--- src/rtl/trumpet_noise_gate_pkg.sv ---
// Shared audio definitions for the trumpet enhancement chain: sample format,
// Q1.15 unity gain, gate state encoding and saturating helpers.
package trumpet_noise_gate_pkg;

  localparam int          SAMPLE_W  = 16;
  localparam logic [16:0] Q15_UNITY = 17'd32768;

  typedef enum logic [2:0] {
    ST_CLOSED,
    ST_ATTACK,
    ST_OPEN,
    ST_HOLD,
    ST_RELEASE
  } gate_state_e;

  // |x| with the one unrepresentable magnitude (-32768) saturated to 32767.
  function automatic logic [15:0] abs16(input logic signed [15:0] x);
    if (x == 16'sh8000) return 16'd32767;
    else if (x[15])     return 16'(-x);
    else                return 16'(x);
  endfunction

  function automatic logic signed [15:0] clamp16(input logic signed [32:0] v);
    if (v > 33'sd32767)       return 16'sh7fff;
    else if (v < -33'sd32768) return 16'sh8000;
    else                      return v[15:0];
  endfunction

endpackage

--- src/rtl/trumpet_env_follower.sv ---
// One-pole envelope follower on |sample|; the level only moves on accepted
// samples so the gate FSM and the envelope stay in step.
module trumpet_env_follower
  import trumpet_noise_gate_pkg::*;
#(
  parameter int ENV_SHIFT = 4
) (
  input  logic        clk,
  input  logic        rst,
  input  logic        upd_i,
  input  logic [15:0] sample_i,
  output logic [15:0] env_o
);

  logic        [15:0] env_q, env_d;
  logic        [15:0] abs_val;
  logic signed [16:0] diff;
  logic signed [16:0] step;
  logic signed [17:0] sum;

  always_comb begin
    // NOTE: every variable gets a value on every path, so no latch is inferred.
    abs_val = abs16($signed(sample_i));
    diff    = $signed({1'b0, abs_val}) - $signed({1'b0, env_q});
    step    = diff >>> ENV_SHIFT;
    sum     = 18'(step) + $signed({2'b00, env_q});
    if (sum < 18'sd0)          env_d = 16'd0;
    else if (sum > 18'sd32767) env_d = 16'd32767;
    else                       env_d = sum[15:0];
  end

  always_ff @(posedge clk or posedge rst) begin
    // NOTE: sequential state uses <= so every register samples pre-edge values.
    if (rst)        env_q <= '0;
    else if (upd_i) env_q <= env_d;
  end

  assign env_o = env_q;

endmodule

--- src/rtl/trumpet_noise_gate.sv ---
// Noise gate ahead of the trumpet warmer: envelope-driven hysteresis/hold/
// release FSM ramps a Q1.15 gain applied to the sample in a 2-stage pipeline.
module trumpet_noise_gate
  import trumpet_noise_gate_pkg::*;
#(
  parameter int OPEN_THRESH  = 1024,
  parameter int CLOSE_THRESH = 512,
  parameter int HOLD_SAMPLES = 2400,
  parameter int ENV_SHIFT    = 4,
  parameter int ATTACK_STEP  = 2048,
  parameter int RELEASE_STEP = 64
) (
  input  logic        clk,
  input  logic        rst,
  input  logic        enable,
  input  logic        in_valid,
  input  logic [15:0] in_sample,
  output logic        out_valid,
  output logic [15:0] out_sample,
  output logic        gate_open,
  output logic [15:0] gain
);

  localparam int              HOLD_W    = (HOLD_SAMPLES > 1) ? $clog2(HOLD_SAMPLES) : 1;
  localparam logic [15:0]     OPEN_LVL  = 16'(OPEN_THRESH);
  localparam logic [15:0]     CLOSE_LVL = 16'(CLOSE_THRESH);
  localparam logic [16:0]     ATT_INC   = 17'(ATTACK_STEP);
  localparam logic [15:0]     REL_DEC   = 16'(RELEASE_STEP);
  localparam logic [15:0]     GAIN_MAX  = 16'h8000;
  localparam logic [HOLD_W-1:0] HOLD_LOAD = HOLD_W'(HOLD_SAMPLES - 1);

  gate_state_e       state_q, state_d;
  logic [15:0]       gain_q, gain_d;
  logic [HOLD_W-1:0] hold_q, hold_d;
  logic              gate_open_q, gate_open_d;
  logic [16:0]       gain_up;
  logic [15:0]       env;
  logic              upd;

  assign upd = in_valid & enable;

  trumpet_env_follower #(
    .ENV_SHIFT (ENV_SHIFT)
  ) u_env (
    .clk      (clk),
    .rst      (rst),
    .upd_i    (upd),
    .sample_i (in_sample),
    .env_o    (env)
  );

  always_ff @(posedge clk or posedge rst) begin
    if (rst) begin
      state_q     <= ST_CLOSED;
      gain_q      <= '0;
      hold_q      <= '0;
      gate_open_q <= 1'b0;
    end else begin
      state_q     <= state_d;
      gain_q      <= gain_d;
      hold_q      <= hold_d;
      gate_open_q <= gate_open_d;
    end
  end

  // Threshold tests use the envelope before this sample updates it; a
  // re-open request always wins over hold expiry and the release floor.
  always_comb begin
    state_d = state_q;
    gain_d  = gain_q;
    hold_d  = hold_q;
    gain_up = {1'b0, gain_q} + ATT_INC;
    if (upd) begin
      unique case (state_q)
        ST_CLOSED: begin
          gain_d = '0;
          if (env >= OPEN_LVL) state_d = ST_ATTACK;
        end
        ST_ATTACK: begin
          if (gain_up >= Q15_UNITY) begin
            gain_d  = GAIN_MAX;
            state_d = ST_OPEN;
          end else begin
            gain_d = gain_up[15:0];
          end
        end
        ST_OPEN: begin
          if (env < CLOSE_LVL) begin
            state_d = ST_HOLD;
            hold_d  = HOLD_LOAD;
          end
        end
        ST_HOLD: begin
          if (env >= OPEN_LVL) begin
            state_d = ST_OPEN;
            hold_d  = '0;
          end else if (hold_q == '0) begin
            state_d = ST_RELEASE;
          end else begin
            hold_d = hold_q - 1'b1;
          end
        end
        ST_RELEASE: begin
          if (env >= OPEN_LVL) begin
            state_d = ST_ATTACK;
          end else if (gain_q <= REL_DEC) begin
            gain_d  = '0;
            state_d = ST_CLOSED;
          end else begin
            gain_d = gain_q - REL_DEC;
          end
        end
        default: begin
          state_d = ST_CLOSED;
          gain_d  = '0;
        end
      endcase
    end
  end

  always_comb begin
    gate_open_d = (state_d == ST_ATTACK) || (state_d == ST_OPEN) || (state_d == ST_HOLD);
  end

  logic               s1_valid_q;
  logic [15:0]        s1_sample_q;
  logic [16:0]        s1_gain_q;
  logic               out_valid_q;
  logic [15:0]        out_sample_q;
  logic signed [32:0] mul_a, mul_b, prod, prod_sh;
  logic signed [15:0] mul_out;

  always_comb begin
    mul_a   = 33'($signed(s1_sample_q));
    mul_b   = $signed({16'd0, s1_gain_q});
    prod    = mul_a * mul_b;
    prod_sh = prod >>> 15;
    mul_out = clamp16(prod_sh);
  end

  // Stage 1 freezes the pre-update gain (unity in bypass); stage 2 scales.
  always_ff @(posedge clk or posedge rst) begin
    if (rst) begin
      s1_valid_q   <= 1'b0;
      s1_sample_q  <= '0;
      s1_gain_q    <= '0;
      out_valid_q  <= 1'b0;
      out_sample_q <= '0;
    end else begin
      s1_valid_q <= in_valid;
      if (in_valid) begin
        s1_sample_q <= in_sample;
        s1_gain_q   <= enable ? {1'b0, gain_q} : Q15_UNITY;
      end
      out_valid_q <= s1_valid_q;
      if (s1_valid_q) out_sample_q <= mul_out;
    end
  end

  assign out_valid  = out_valid_q;
  assign out_sample = out_sample_q;
  assign gate_open  = gate_open_q;
  assign gain       = gain_q;

endmodule

--- config.mk ---
export PLATFORM = sky130hd
export DESIGN_NAME = trumpet_noise_gate
export DESIGN_NICKNAME = d
export VERILOG_FILES = /design/src/rtl/trumpet_noise_gate_pkg.sv /design/src/rtl/trumpet_env_follower.sv /design/src/rtl/trumpet_noise_gate.sv
export SDC_FILE = /design/constraint.sdc
export NUM_CORES = 1
export LEC_CHECK = 0
export BUFFER_PORTS_ARGS = -buffer_cell sky130_fd_sc_hd__buf_4
export CORE_UTILIZATION = 55
export CTS_CLUSTER_DIAMETER = 200
export DETAILED_ROUTE_END_ITERATION = 8
export PLACE_DENSITY = 0.72
export REMOVE_ABC_BUFFERS = 1
export SLEW_MARGIN = 20
export SYNTH_ARGS = -nofsm -noshare
export SYNTH_HDL_FRONTEND = slang
export SYNTH_SLANG_ARGS = --single-unit
--- constraint.sdc ---
create_clock -name clk -period 6.92 [get_ports clk]
set_input_delay 0.346 -clock clk [delete_from_list [all_inputs] [get_ports clk]]
set_output_delay 0.346 -clock clk [all_outputs]
set_load 0.005 [all_outputs]
### After elaboration in Yosys (flattened, before gate mapping)

Index checks and enable logic that the tools add are counted.

| word-level totals | value |
|---|---|
| register bits | 99 |
| input bits | 20 |
| logic and storage cells | 70 |

| cells by class | value |
|---|---|
| add/sub/neg operators | 6 |
| multiply operators | 1 |
| $lt $le $gt $ge | 8 |
| equality and inequality tests | 11 |
| multiplexer cells | 24 |
| bitwise gates (word level) | 2 |
| reduce and logical (&&, ||, !) cells | 8 |

Operators with widths:

| operator | count |
|---|---|
| 16-bit two-way mux | 10 |
| 16-bit one-hot mux with 3 select lines | 1 |
| 18-bit by 16-bit > comparator with 1-bit output (second input constant) | 2 |
| 12-bit two-way mux | 3 |
| 16-bit by 18-bit multiplier with 33-bit output | 1 |
| 3-bit two-way mux | 8 |
| 12-bit one-hot mux with 2 select lines | 1 |
| 13-bit by 17-bit adder with 18-bit output | 1 |
| 18-bit by 1-bit < comparator with 1-bit output (second input constant) | 1 |
| 18-bit by 16-bit < comparator with 1-bit output (second input constant) | 1 |
| 16-bit by 12-bit adder with 17-bit output (second input constant) | 1 |
| 17-bit by 16-bit greater-or-equal comparator with 1-bit output (second input constant) | 1 |
| 16-bit by 16-bit subtractor with 17-bit output | 1 |
| 16-bit equality test (second input constant) | 1 |
| 16-bit by 11-bit greater-or-equal comparator with 1-bit output (second input constant) | 1 |
| 16-bit by 7-bit less-or-equal comparator with 1-bit output (second input constant) | 1 |
| 16-bit by 10-bit < comparator with 1-bit output (second input constant) | 1 |
| 16-bit negator | 1 |
| 16-bit by 7-bit subtractor with 16-bit output (second input constant) | 1 |
| 3-bit one-hot mux with 5 select lines | 1 |
| 3-bit by 2-bit equality test with 1-bit output (second input constant) | 4 |
| 12-bit logical NOT | 1 |
| 12-bit by 1-bit subtractor with 12-bit output (second input constant) | 1 |
| 3-bit by 1-bit equality test with 1-bit output (second input constant) | 2 |
| other kinds (11) | 13 |

### Depth between registers and ports, before layout

| depth | value |
|---|---|
| depth in word-level cells | 8 |
| mapped depth | 27 |
| gate-level depth less buffers | 25 |

### Hierarchy

A second synthesis with hierarchy kept.

| unflattened totals | value |
|---|---|
| cells, all modules | 1483 |
| area, all modules | 13180.1 um^2 |

By module, submodules not included:

| module | instances | cells each | area an instance (um^2) | seq. area each (um^2) |
|---|---|---|---|---|
| trumpet_noise_gate | 1 | 1183 | 10745.3 | 1751.7 |
| trumpet_env_follower | 1 | 300 | 2434.8 | 400.4 |

### Worst setup path after synthesis

Ideal clock, no wire load.

| path | value |
|---|---|
| path kind | register to register |
| from | register s1_gain_q[9] |
| to | register out_sample_q[7], in the netlist out_sample[7] |
| arrival | 6.218 ns |
| setup slack | 0.615 ns |
| stages on the path, launching flop included | 23 |
| buffers on the path | 1 |
| cell sequence | dfrtp_1 clkbuf_1 and2_1 fa_1 inv_1 fa_1 fa_1 inv_1 fa_1 fa_1 inv_1 fa_1 inv_1 ha_1 a21oi_1 nand2_1 a311oi_1 o2111a_1 o31ai_1 o2bb2ai_1 nor2_1 o21ai_1 a22oi_1 |

| between the ends | value |
|---|---|
| word-level cells in the longest chain between the ends | 4 |
| elaborated cells between the ends (all ways) | 5 |
| those cells by class | mul (1); order compare (2); mux (2) |

RTL lines:

| element | line | text |
|---|---|---|
| start: declaration | trumpet_noise_gate.sv:127 | `logic [16:0] s1_gain_q;` |
| start signal: assignment | trumpet_noise_gate.sv:153 | `s1_gain_q <= enable ? {1'b0, gain_q} : Q15_UNITY;` |
| 16-bit by 18-bit multiplier with 33-bit output (*) | trumpet_noise_gate.sv:136 | `prod = mul_a * mul_b;` |
| 18-bit by 16-bit < comparator with 1-bit output | trumpet_noise_gate_pkg.sv:25 | `else if (v < -33'sd32768) return 16'sh8000;` |
| 16-bit two-way mux | trumpet_noise_gate_pkg.sv:25 |  |
| 16-bit two-way mux (*) | trumpet_noise_gate_pkg.sv:24 | `if (v > 33'sd32767) return 16'sh7fff;` |
| end signal: assignment | trumpet_noise_gate.sv:156 | `if (s1_valid_q) out_sample_q <= mul_out;` |
| end: declaration | trumpet_noise_gate.sv:129 | `logic [15:0] out_sample_q;` |

Every way passes the cells marked *; elsewhere a longest branch is shown, timed or not.
A chain may end at the register's enable or synchronous reset.

### Worst setup path after layout

| path | value |
|---|---|
| from | register s1_gain_q[11] |
| to | register out_sample_q[11], in the netlist out_sample[11] |

Same word-level chain as after synthesis.

==> metrics.md <==
| Metric | Value |
|---|---|
| Status | `finished, final reports clean` |
| Skew final | `0.00953 ns` |
| Detailed Routing Iterations Pass 1 | `5` |
| P per Cell Area | `322 nW/µm²` |
| Hold Buf Count CTS | `0` |
| Vias per cell | `5.38` |
| Mapped Area | `13200 µm²` |
| Layout filler cell count | `2076` |
| Clk sinks | `86` |
| Synth top area cells | `fa_1 24%, dfrtp_1 16%, ha_1 15%, inv_1 7.7%, nand2_1 5.4%` |
| Routed vias | `10500` |
| Fmax achieved | `151 MHz` |
| Max-slew violation count | `0` |
| Largest net degree at the start of global routing | `55` |
| Post-synth EDFFs | `0` |
| Yosys cell types | `73` |
| GRT overflow | `0` |
| Highest metal used | `met4` |
| Max VDD drop | `0.405 mV` |
| Pleak | `7.26 nW` |
| TritonCTS clock tree | `built` |
| Final WS setup | `0.284 ns` |
| Final net count | `1953` |
| Fin crit share | `95.9%` |
| # H-tree levels | `3` |
| Avg Synthesized Cell Area | `8.68 µm²` |
| Synth top area share | `24.3%` |
| Final instance area | `14600 µm²` |
| Max-Cap Viols | `0` |
| Final Wtd Congestion | `0.903` |
| Startpoint types | `flip-flop` |
| Yosys warns | `0` |
| Final setup vio count | `0` |
| Die area | `24600 µm²` |
| Initial antenna violation count | `0` |
| Clock transition at path regs | `0.07 ns` |
| Row count | `56` |
| Req. time, crit path | `7.13 ns` |
| Crit path kind | `reg -> reg` |
| Vias in the first global route | `10500` |
| Syn Inst Count | `1518` |
| CTS root buf | `clkbuf_16` |
| Tightest Pin Transition | `0.672 ns` |
| Crit-path max FO | `11` |
| Class of the worst hold path | `in -> async` |
| Dpl cell area | `14200 µm²` |
| Height of the die | `157 µm` |
| Crit path DAT | `6.85 ns` |
| Area delta synth->final | `10.5%` |
| Maximum clock insertion buffer count | `2` |
| WL per Instance | `15.6 µm` |
| CTS buffer count | `9` |
| Worst Setup End Kind | `flip-flop` |
| Final Hold Fails | `0` |
| Port Buffers | `47` |
| Ports | `54` |
| Synth Register Bits | `86` |
| Initial Util | `56.2%` |
| DRC viols | `0` |
| First-pass GRT wire length | `50.0 mm` |
| Async set or reset register ratio after synthesis | `100%` |
| ANT nets after route | `0` |
| Met3 routed WL | `1.10 mm` |
| 1st-iter DRT viols | `533` |
| WL met2 | `15.6 mm` |
| Post-DP HPWL | `24.9 mm` |
| CP startpoint | `s1_gain_q[11]$_DFFE_PP0P_` |
| Share of cells above drive strength 1 | `8.57%` |
| Main synth FF type | `dfrtp_1` |
| Seq/Total Area, Yosys | `16.3%` |
| N_diodes | `0` |
| Crit path time final | `6.64 ns` |
| Post-Place Worst Slack | `0.0229 ns` |
| GRT Util Overall | `25.9%` |
| Largest area contributor in the netlist | `fa_1` |
| Clock latency on the worst-skew pair | `0.35 ns` |
| Die width | `157 µm` |
| CORE AREA | `23500 µm²` |
| FF-to-FF Start | `s1_gain_q[11]$_DFFE_PP0P_` |
| WL final | `30.3 mm` |
| Slew HR | `55.2%` |
| WL met1 | `12.8 mm` |
[cells in the mapped netlist, types with 5 or more instances]
cell      number
xor2_1        27
and3_1         8
ha_1         156
and2_1        69
o21a_1        13
nand2_1      191
dfrtp_1       86
nor2_1        65
o211ai_1      15
nor4_1         6
nor3_1        17
o221ai_1       5
nand2b_1      13
or3_1          6
o31ai_1        8
a31oi_1        9
nor2b_1        9
buf_4          6
clkbuf_1      49
a21o_1        18
o21bai_1       5
a22o_1         9
a211oi_1      11
o21ai_0       74
mux2_2        15
inv_1        271
nand3_1       33
xnor2_1       32
a21oi_1       49
fa_1         160
nand4_1        6
o22ai_1       11
[per-stage QoR]
| stage | std cells | setup TNS (ns) | hold slack (ns) | total power, W | util (%) |
|---|---|---|---|---|---|
| 5_1_grt | 1941 | -0.0400 | 0.0926 | 0.00516 | 62.0 |
| 6_report | 1941 | 0 | 0.0395 | 0.00468 | 62.0 |
| 3_3_place_gp | 1924 | 0 | 0.447 | 0.00405 | 60.4 |
| 2_1_floorplan | 1528 | 0 | 0.377 | 0.00327 | - |
| 3_5_place_dp | 1924 | 0 | 0.453 | 0.00410 | 60.4 |
| 4_1_cts | 1940 | 0 | 0.0671 | 0.00468 | 61.8 |
[worst paths after layout]
path	slack, ns	endpoint	cells after the start
worst max-delay path	0.28	out_sample[11]$_DFFE_PP0P_	22
max in group asynchronous	5.76	s1_gain_q[9]$_DFFE_PP0P_	3
worst min-delay path	0.04	u_env.env_o[12]$_DFFE_PP0P_	2
worst min register to register	0.49	out_sample[5]$_DFFE_PP0P_	2
worst max register to register	0.28	out_sample[11]$_DFFE_PP0P_	22
min in group clk	0.26	s1_sample_q[1]$_DFFE_PP0P_	2
[critical path, stage by stage (launching register included)]
cell and delay, ns:
dfrtp_1 0.53, and2_1 0.25, fa_1 0.53, inv_1 0.05
fa_1 0.51, fa_1 0.53, inv_1 0.05, fa_1 0.46
fa_1 0.54, inv_1 0.05, fa_1 0.53, inv_1 0.04
ha_1 0.36, a211oi_1 0.23, nor2_1 0.07, nor4_1 0.29
nand2_1 0.22, a211oi_2 0.31, xor2_2 0.32, a211oi_4 0.10
buf_4 0.18, nor2_2 0.19, a32oi_1 0.13
[logic make-up (layout without fill, tap and decap cells)]
group	Yosys count	in the layout	synth area share [%]
and+or+nand+nor	438	438	15.8
adders and majority gates	316	316	39.1
buffers and inverters	332	365	9.69
other	2	73	0.0570
muxes	16	16	1.36
DFF	86	86	16.3
xor gates and xnor gates	59	59	3.92
AOI/OAI and AO/OA	269	269	13.8
[per-layer routing]
layer,global-route usage [%],up-vias
met5,0,-
met4,8.26,0
met3,2.74,47
met2,46.8,220
met1,32.2,5135
li1,-,5049
[sequential cells by signal, summed over array words and instances (netlist names)]
| register | cells |
|---|---|
| hold_q | 12 |
| out_valid | 1 |
| u_env.env_o | 16 |
| gain | 10 |
| gate_open | 1 |
| s1_gain_q | 10 |
| s1_valid_q | 1 |
| out_sample | 16 |
| s1_sample_q | 16 |
| state_q | 3 |
[final cells by class]
cell class                 instances  area [µm²]  share of cell area [%]
clock inverter                     7         103                   0.704
inverter                         271        1020                    6.99
tap                              319         399                    2.74
multi-input combinational       1171       10100                    69.1
timing repair buffer              78         598                    4.11
clock buffer                       9         225                    1.55
sequential                        86        2160                    14.8
[what timing repair did]
| item | CTS | global route |
|---|---|---|
| resized for setup | 0 | 12 |
| hold endpoints to repair | 0 | 0 |
| endpoints found under the setup margin | 0 | 15 |
| buffers inserted | 0 | 1 |
[where the power goes]
group	total [W]	switching (W)	internal [W]
logic	0.00338	0.00194	0.00144
registers	0.000766	0.000132	0.000634
clock network	0.000542	0.000220	0.000321
[cell usage in the layout (no fill, tap or decap), types with 16 or more instances in the layout]
master and count:
a21o_1 18, a21oi_1 49, and2_1 69, nor2_1 63, conb_1 73, buf_4 77, fa_1 160, nand3_1 33
dfrtp_1 83, ha_1 156, nand2_1 191, xor2_1 26, xnor2_1 32, nor3_1 16, inv_1 270, o21ai_0 74
(Power assumes the default switching activity.)
